**src/rtl/uart_stream_master_pkg.sv**
```systemverilog
// Shared definitions for the APB master that bridges byte streams to a UART.
// Register map, status bit positions, operation and sequencer encodings.
package uart_stream_master_pkg;

    localparam logic [31:0] OFF_DATA = 32'h0000_0000;
    localparam logic [31:0] OFF_STAT = 32'h0000_0004;
    localparam logic [31:0] OFF_BAUD = 32'h0000_0008;

    localparam int unsigned STAT_TX_FULL  = 0;
    localparam int unsigned STAT_RX_EMPTY = 1;

    typedef enum logic [2:0] {
        OP_NONE,
        OP_CFG,
        OP_RX,
        OP_TX,
        OP_POLL
    } op_e;

    typedef enum logic [1:0] {
        ST_IDLE,
        ST_SETUP,
        ST_ACCESS
    } state_e;

    function automatic logic [31:0] op_offset(input op_e op);
        logic [31:0] off;
        case (op)
            OP_CFG:  off = OFF_BAUD;
            OP_POLL: off = OFF_STAT;
            default: off = OFF_DATA;
        endcase
        return off;
    endfunction

    function automatic logic op_is_write(input op_e op);
        return (op == OP_CFG) || (op == OP_TX);
    endfunction

endpackage

```
**src/rtl/uart_stream_master.sv**
```systemverilog
// APB master that polls a UART's status register and moves bytes between
// the UART data register and a pair of valid/ready byte streams.
module uart_stream_master
    import uart_stream_master_pkg::*;
#(
    parameter logic [31:0] BASE_ADDR = 32'h0000_0000,
    parameter int unsigned POLL_GAP  = 4
) (
    input  logic        pclk,
    input  logic        rst_n,
    output logic [31:0] paddr,
    output logic        psel,
    output logic        penable,
    output logic        pwrite,
    output logic [31:0] pwdata,
    input  logic [31:0] prdata,
    input  logic        pready,
    input  logic        pslverr,
    output logic [7:0]  rx_data_o,
    output logic        rx_valid_o,
    input  logic        rx_ready_i,
    input  logic [7:0]  tx_data_i,
    input  logic        tx_valid_i,
    output logic        tx_ready_o,
    input  logic [19:0] cfg_baud_i,
    input  logic        cfg_baud_wr_i,
    output logic        err_o
);

    localparam logic [7:0] GAP = 8'(POLL_GAP);

    state_e      state_q, state_d;
    op_e         op_q, op_d, op_sel;
    logic [31:0] paddr_q, paddr_d;
    logic [31:0] pwdata_q, pwdata_d;
    logic        pwrite_q, pwrite_d;
    logic        cfg_pend_q, cfg_pend_d;
    logic [19:0] baud_q, baud_d;
    logic        stat_vld_q, stat_vld_d;
    logic        rx_empty_q, rx_empty_d;
    logic        tx_full_q, tx_full_d;
    logic [7:0]  poll_q, poll_d;
    logic        rx_valid_q, rx_valid_d;
    logic [7:0]  rx_data_q, rx_data_d;
    logic        err_q, err_d;
    logic        done;
    logic        unused_prdata;

    assign unused_prdata = ^prdata[31:8];
    assign done = (state_q == ST_ACCESS) && pready;

    // Strict priority: config, drain RX, feed TX, then status refresh.
    always_comb begin
        op_sel = OP_NONE;
        priority case (1'b1)
            cfg_pend_q:
                op_sel = OP_CFG;
            (stat_vld_q && !rx_empty_q && !rx_valid_q):
                op_sel = OP_RX;
            (stat_vld_q && !tx_full_q && tx_valid_i):
                op_sel = OP_TX;
            ((poll_q == 8'd0) || !stat_vld_q):
                op_sel = OP_POLL;
            default:
                op_sel = OP_NONE;
        endcase
    end

    always_comb begin
        state_d    = state_q;
        op_d       = op_q;
        paddr_d    = paddr_q;
        pwdata_d   = pwdata_q;
        pwrite_d   = pwrite_q;
        cfg_pend_d = cfg_pend_q;
        baud_d     = baud_q;
        stat_vld_d = stat_vld_q;
        rx_empty_d = rx_empty_q;
        tx_full_d  = tx_full_q;
        poll_d     = poll_q;
        rx_valid_d = rx_valid_q;
        rx_data_d  = rx_data_q;
        err_d      = err_q;

        case (state_q)
            ST_IDLE: begin
                if (poll_q != 8'd0) poll_d = poll_q - 8'd1;
                if (op_sel != OP_NONE) begin
                    state_d  = ST_SETUP;
                    op_d     = op_sel;
                    paddr_d  = BASE_ADDR + op_offset(op_sel);
                    pwrite_d = op_is_write(op_sel);
                    case (op_sel)
                        OP_CFG:  pwdata_d = {12'b0, baud_q};
                        OP_TX:   pwdata_d = {24'b0, tx_data_i};
                        default: pwdata_d = 32'h0;
                    endcase
                end
            end
            ST_SETUP: state_d = ST_ACCESS;
            ST_ACCESS: begin
                if (pready) begin
                    state_d = ST_IDLE;
                    op_d    = OP_NONE;
                    if (pslverr) err_d = 1'b1;
                    case (op_q)
                        OP_CFG: cfg_pend_d = 1'b0;
                        OP_RX: begin
                            rx_valid_d = 1'b1;
                            rx_data_d  = prdata[7:0];
                            stat_vld_d = 1'b0;
                        end
                        OP_TX: stat_vld_d = 1'b0;
                        OP_POLL: begin
                            stat_vld_d = 1'b1;
                            rx_empty_d = prdata[STAT_RX_EMPTY];
                            tx_full_d  = prdata[STAT_TX_FULL];
                            poll_d     = GAP;
                        end
                        default: ;
                    endcase
                end
            end
            default: state_d = ST_IDLE;
        endcase

        if (rx_valid_q && rx_ready_i) rx_valid_d = 1'b0;

        // A fresh request wins over clearing, so a value landing while the
        // previous one is being written still gets its own write.
        if (cfg_baud_wr_i) begin
            cfg_pend_d = 1'b1;
            baud_d     = cfg_baud_i;
        end
    end

    always_ff @(posedge pclk or negedge rst_n) begin
        if (!rst_n) begin
            state_q    <= ST_IDLE;
            op_q       <= OP_NONE;
            paddr_q    <= 32'h0;
            pwdata_q   <= 32'h0;
            pwrite_q   <= 1'b0;
            cfg_pend_q <= 1'b0;
            baud_q     <= 20'h0;
            stat_vld_q <= 1'b0;
            rx_empty_q <= 1'b0;
            tx_full_q  <= 1'b0;
            poll_q     <= 8'd0;
            rx_valid_q <= 1'b0;
            rx_data_q  <= 8'h0;
            err_q      <= 1'b0;
        end else begin
            state_q    <= state_d;
            op_q       <= op_d;
            paddr_q    <= paddr_d;
            pwdata_q   <= pwdata_d;
            pwrite_q   <= pwrite_d;
            cfg_pend_q <= cfg_pend_d;
            baud_q     <= baud_d;
            stat_vld_q <= stat_vld_d;
            rx_empty_q <= rx_empty_d;
            tx_full_q  <= tx_full_d;
            poll_q     <= poll_d;
            rx_valid_q <= rx_valid_d;
            rx_data_q  <= rx_data_d;
            err_q      <= err_d;
        end
    end

    assign psel       = (state_q != ST_IDLE);
    assign penable    = (state_q == ST_ACCESS);
    assign paddr      = paddr_q;
    assign pwrite     = pwrite_q;
    assign pwdata     = pwdata_q;
    assign rx_data_o  = rx_data_q;
    assign rx_valid_o = rx_valid_q;
    assign tx_ready_o = done && (op_q == OP_TX);
    assign err_o      = err_q;

endmodule

```
**config.mk**
```make
export PLATFORM = sky130hd
export DESIGN_NAME = uart_stream_master
export DESIGN_NICKNAME = d
export VERILOG_FILES = /design/src/rtl/uart_stream_master_pkg.sv /design/src/rtl/uart_stream_master.sv
export SDC_FILE = /design/constraint.sdc
export NUM_CORES = 1
export LEC_CHECK = 0
export CAP_MARGIN = 10
export CORE_UTILIZATION = 46
export CTS_CLUSTER_SIZE = 30
export DETAILED_ROUTE_END_ITERATION = 7
export PLACE_DENSITY = 0.95
export SYNTH_ARGS = -nofsm -noshare
export SYNTH_HDL_FRONTEND = slang
export SYNTH_SLANG_ARGS = --single-unit
```
**constraint.sdc**
```tcl
create_clock -name pclk -period 3.1 [get_ports pclk]
set_input_delay 0.465 -clock pclk [delete_from_list [all_inputs] [get_ports pclk]]
set_output_delay 0.465 -clock pclk [all_outputs]
set_load 0.03 [all_outputs]
```
### Word level (Yosys, flattened, before mapping)

Cells that the tools add are included.

* $add $sub $neg: 1
* equal/unequal tests: 13
* multiplexer cells: 25
* reduce and logical (&&, ||, !) cells: 37

Operators with widths (number)
* one-hot mux 20 bit (2 select lines): 1
* two-way mux 8 bit: 3
* AND reduction 3 bit: 7
* two-way mux 3 bit: 6
* nonzero test 2 bit: 9
* one-hot mux 8 bit (2 select lines): 1
* == test 3 x 2 -> 1 bit (second input constant): 3
* zero test 8 bit: 1
* two-way mux 1 bit: 8
* one-hot mux 4 bit (2 select lines): 1
* nonzero test 8 bit: 1
* subtractor 8 x 1 -> 8 bit (second input constant): 1
* logical AND 1 bit: 7
* == test 3 x 1 -> 1 bit (second input constant): 2
* == test 3 bit (second input constant): 2
* one-hot mux 2 bit (3 select lines): 1
* one-hot mux 3 bit (2 select lines): 1
* zero test 1 bit: 4
* two-way mux 2 bit: 2
* inequality test 2 x 1 -> 1 bit (second input constant): 2
* inequality test 2 bit (second input constant): 2
* AND reduction 2 bit: 2
* AND reduction 4 bit: 1
* nonzero test 3 bit: 1
* 6 further kinds: 7

* flip-flop bits (word level): 112
* input bits: 67
* output and inout bits: 78
* word-level logic and storage cells: 90

### Logic depth before layout (Yosys ltp)

* depth after elaboration: 9
* gate-level depth with buffers: 8
* mapped depth without buffers: 6

### Least setup slack after synthesis

Ideal clock, no wire load.

* path type: reg-to-reg
* from: register poll_q[0]
* to: register pwdata_q[6], in the netlist pwdata[6]
* library setup time: 0.125 ns
* arrival: 1.910 ns
* required time: 2.975 ns
* setup slack: 1.065 ns
* cell stages (with the launch flop): 9
* buffers on the path: 2
* clock period less this slack: 2.035 ns
* cell sequence: dfrtp_1 inv_1 ha_1 nor4b_2 and3_1 o41a_1 buf_6 buf_6 mux2_4

* word-level cells in the longest chain between the ends: 8
* elaborated cells between the ends (all ways): 11
* classes of those cells: eq/ne (2); mux (5); reduce/logical (4)

Ends and longest elaborated chain
* from (decl): line uart_stream_master.sv:42 `logic [7:0] poll_q, poll_d;`
* from (signal assigned): line uart_stream_master.sv:164 `poll_q <= poll_d;`
* zero test 8 bit (*): line uart_stream_master.sv:62 `((poll_q == 8'd0) || !stat_vld_q):`
* logical OR 1 bit (*): line uart_stream_master.sv:62
* two-way mux 3 bit (*) (4 in a row): line uart_stream_master.sv:55 `priority case (1'b1)`
* == test 3 x 2 -> 1 bit, or another cell as far along: line uart_stream_master.sv:93 `case (op_sel)`
* one-hot mux 20 bit (2 select lines) / AND reduction 2 bit (equally long branches)
* to (signal assigned): line uart_stream_master.sv:157 `pwdata_q <= pwdata_d;`
* to (decl): line uart_stream_master.sv:35 `logic [31:0] pwdata_q, pwdata_d;`

Mark *: on every way between the ends. The rest lies on a longest branch, timed or not.
A chain may end at the register's enable or synchronous reset.

### Worst setup path after layout

* from: input port pready
* to: output port tx_ready_o

* word-level cells in the longest chain between the ends: 2

Ends and longest elaborated chain
* from (decl): line uart_stream_master.sv:17 `input logic pready,`
* logical AND 1 bit: line uart_stream_master.sv:50 `assign done = (state_q == ST_ACCESS) && pready;`
* logical AND 1 bit: line uart_stream_master.sv:178 `assign tx_ready_o = done && (op_q == OP_TX);`
* to (decl): line uart_stream_master.sv:24 `output logic tx_ready_o,`

No other way between the ends.

==> impl_metrics.ini <==
[outcome]
status = finished clean

[pwr]
ir_drop_uv = 642
power.density_nw_per_um2 = 928
leakagePower_nw = 1.95

[clock_network]
cts.hold.buffers_added = 0
clockRootBuffer = clkbuf_8
cts_resized = 0
cts_inserted_buffers = 9
cts.clk_slew.worst_paths_ns = 0.08
cts_tree = yes
clock-sinks = 70
h-tree-depth = 3
clk_path_buf_depth = 2
clk_latency_ns = 0.34
post_cts_buffers = 0

[drt]
drt-total-wl_mm = 7.10
num_vias = 2419
dr.pass1.iters = 4
wl_per_cell_um = 14.8
drc = 0
drtAntennaViolNets = 0
drtIter0Drc = 140
via_per_inst = 5.05

[finish]
fin_nets = 446
n_antenna_cell = 0
fillers = 523
syn_to_final_growth_pct = 29.1
layout-drive-gt1-share = 0.162

[die]
die_x_um = 87.1
die_area_um2 = 7580
io_pins = 145
initial_core_util = 0.482
coreArea_um2 = 6910
rows = 30
chipHeight_um = 87.1

[hold_path]
min_path_type = primary input to asynchronous set/reset pin

[job]
drv_cap = 0

[logic_synthesis]
synth_top_cell_area_share = 0.526
synth-edff-count = 0
synth.avg_cell_area_um2 = 11.2
syn_area_um2 = 3330
syn_inst = 296
ys_seq_area_frac = 0.526
yosys_warnings = 0
synth_top_area_cell = dfrtp_1
synth_area_leaders = dfrtp_1 (53%), mux2_2 (12%), buf_4 (9.5%)
async_flop_share = 1.00
ys.flop_type = dfrtp_1
synth-seq-cells = 70
synthDistinctLibCells = 39

[setup_path]
critPathKind = primary input to output pin
rr_worst_depth = 7
end_kind = output pin
startpoint = pready
r2r_setup_slack_ns = 0.58
start_kind = primary input
crit_fanout = 5
crit_required_ns = 2.63
reg2reg_from = poll_q[0]$_DFFE_PN0P_
worstPathArrival_ns = 2.20
setup.worst_path.end = tx_ready_o
rr_endpoint = pwdata[7]$_DFFE_PN0P_

[sta]
max_slew_margin = 0.313
min_period_ns = 2.67
drv_slew = 0
rsz0062_at_grt = false
timing.final.ws_setup_ns = 0.434
skew_ns = 0.00517
finalCritPeriodShare = 0.860
max_freq_ghz = 0.375
hold_viol = 0
worst_hold_slack_ns = 0.198
fin_tns_setup_ns = 0
worst_pin_slew_ns = 1.03
setup_viol = 0

[global_route]
grt_pass1_wl_mm = 11.7
grt_pass1_vias = 2428
grtUsageTotal = 0.204
antenna_found_initial = 0
grt_remaining_overflow = 0
grt_max_degree = 38

[place]
io_buffers = 78
place.gp.congestion = 0.892
dp_hpwl_mm = 4.99
pre_cts_ws_ns = 0.460
[Yosys cell counts (5+ instances only)]
master	number
dfrtp_1	70
buf_4	42
mux2_2	36
inv_1	22
o21ai_0	19
nand2_1	18
nand3_1	15
a22o_1	8
nor2_1	8
clkbuf_1	6
mux2i_1	5
[routing by layer]
metal,track usage,part of all wire
met1,0.254,0.42
met2,0.334,0.49
met3,0.0597,0.064
met4,0.0848,0.021
met5,0,0
[report_power, final]
part           leakage [nW]  internal [W]  total (W)  switching, W
Sequential            0.845       0.00120    0.00141      0.000210
Clock                 0.120      0.000537   0.000897      0.000360
Combinational         0.988      0.000728    0.00169      0.000958
Total                  1.95       0.00246    0.00399       0.00153
[state kept, by name, indices dropped and copies added, names as in the netlist]
register    flops
err_o           1
state_q         2
pwdata         20
rx_data_o       8
pwrite          1
tx_full_q       1
cfg_pend_q      1
baud_q         20
op_q            3
stat_vld_q      1
rx_empty_q      1
poll_q          8
paddr           2
rx_valid_o      1
[how the worst min path moves through the flow]
stage / startpoint / end / slack, ns / cells past startpoint
finish: rst_n / rx_data_o[7]$_DFFE_PN0P_ / 0.20 / 1
global route: rst_n / pwdata[7]$_DFFE_PN0P_ / 0.25 / 1
CTS: rst_n / rx_data_o[7]$_DFFE_PN0P_ / 0.22 / 1
detailed placement: err_o$_DFFE_PN0P_ / err_o$_DFFE_PN0P_ / 0.45 / 1
global placement: err_o$_DFFE_PN0P_ / err_o$_DFFE_PN0P_ / 0.44 / 1
floorplan: rst_n / baud_q[0]$_DFFE_PN0P_ / 0.17 / 0
[critical path: stages]
cell and delay (ns):
clkdlybuf4s50_1 0.55, and4bb_2 0.30, nand2_1 0.08, nor2_1 0.11, clkdlybuf4s50_1 0.70
[cells by family after synthesis]
kind of cell / count (synthesis) / synth area share
flip-flops: 70 / 0.526
other: 1 / 0.00113
adder cells (fa/ha/maj): 1 / 0.00376
multiplexers: 43 / 0.146
buffers and inverters: 75 / 0.138
AO/OA/AOI/OAI: 40 / 0.0789
AND/OR/NAND/NOR: 66 / 0.106
[per-stage QoR]
step	utilization	area (µm²)	power [W]	std cells
finish	0.622	4300	0.00399	479
global placement	0.587	4050	0.00302	463
detailed placement	0.587	4050	0.00310	463
floorplan	-	3480	0.00250	337
global route	0.622	4300	0.00421	479
CTS	0.622	4300	0.00402	479
[placed cells by master, fill, tap and decap left out, types with 5 or more instances in the layout]
| cell | count |
|---|---|
| clkdlybuf4s50_1 | 77 |
| dfrtp_1 | 70 |
| conb_1 | 42 |
| mux2_2 | 36 |
| inv_1 | 22 |
| o21ai_0 | 19 |
| nand2_1 | 18 |
| nand3_1 | 15 |
| clkbuf_8 | 9 |
| nor2_1 | 8 |
| a22o_1 | 8 |
| mux2i_1 | 5 |
[area by class of cell]
cell class	instances	area [µm²]	area share
timing repair buffer	83	826	0.192
clock buffer	9	124	0.0288
tap	96	120	0.0280
multi-input combinational	192	1270	0.296
inverter	22	82.6	0.0192
sequential	70	1750	0.408
clock inverter	7	120	0.0280
Power figures use the tool's default switching activity.
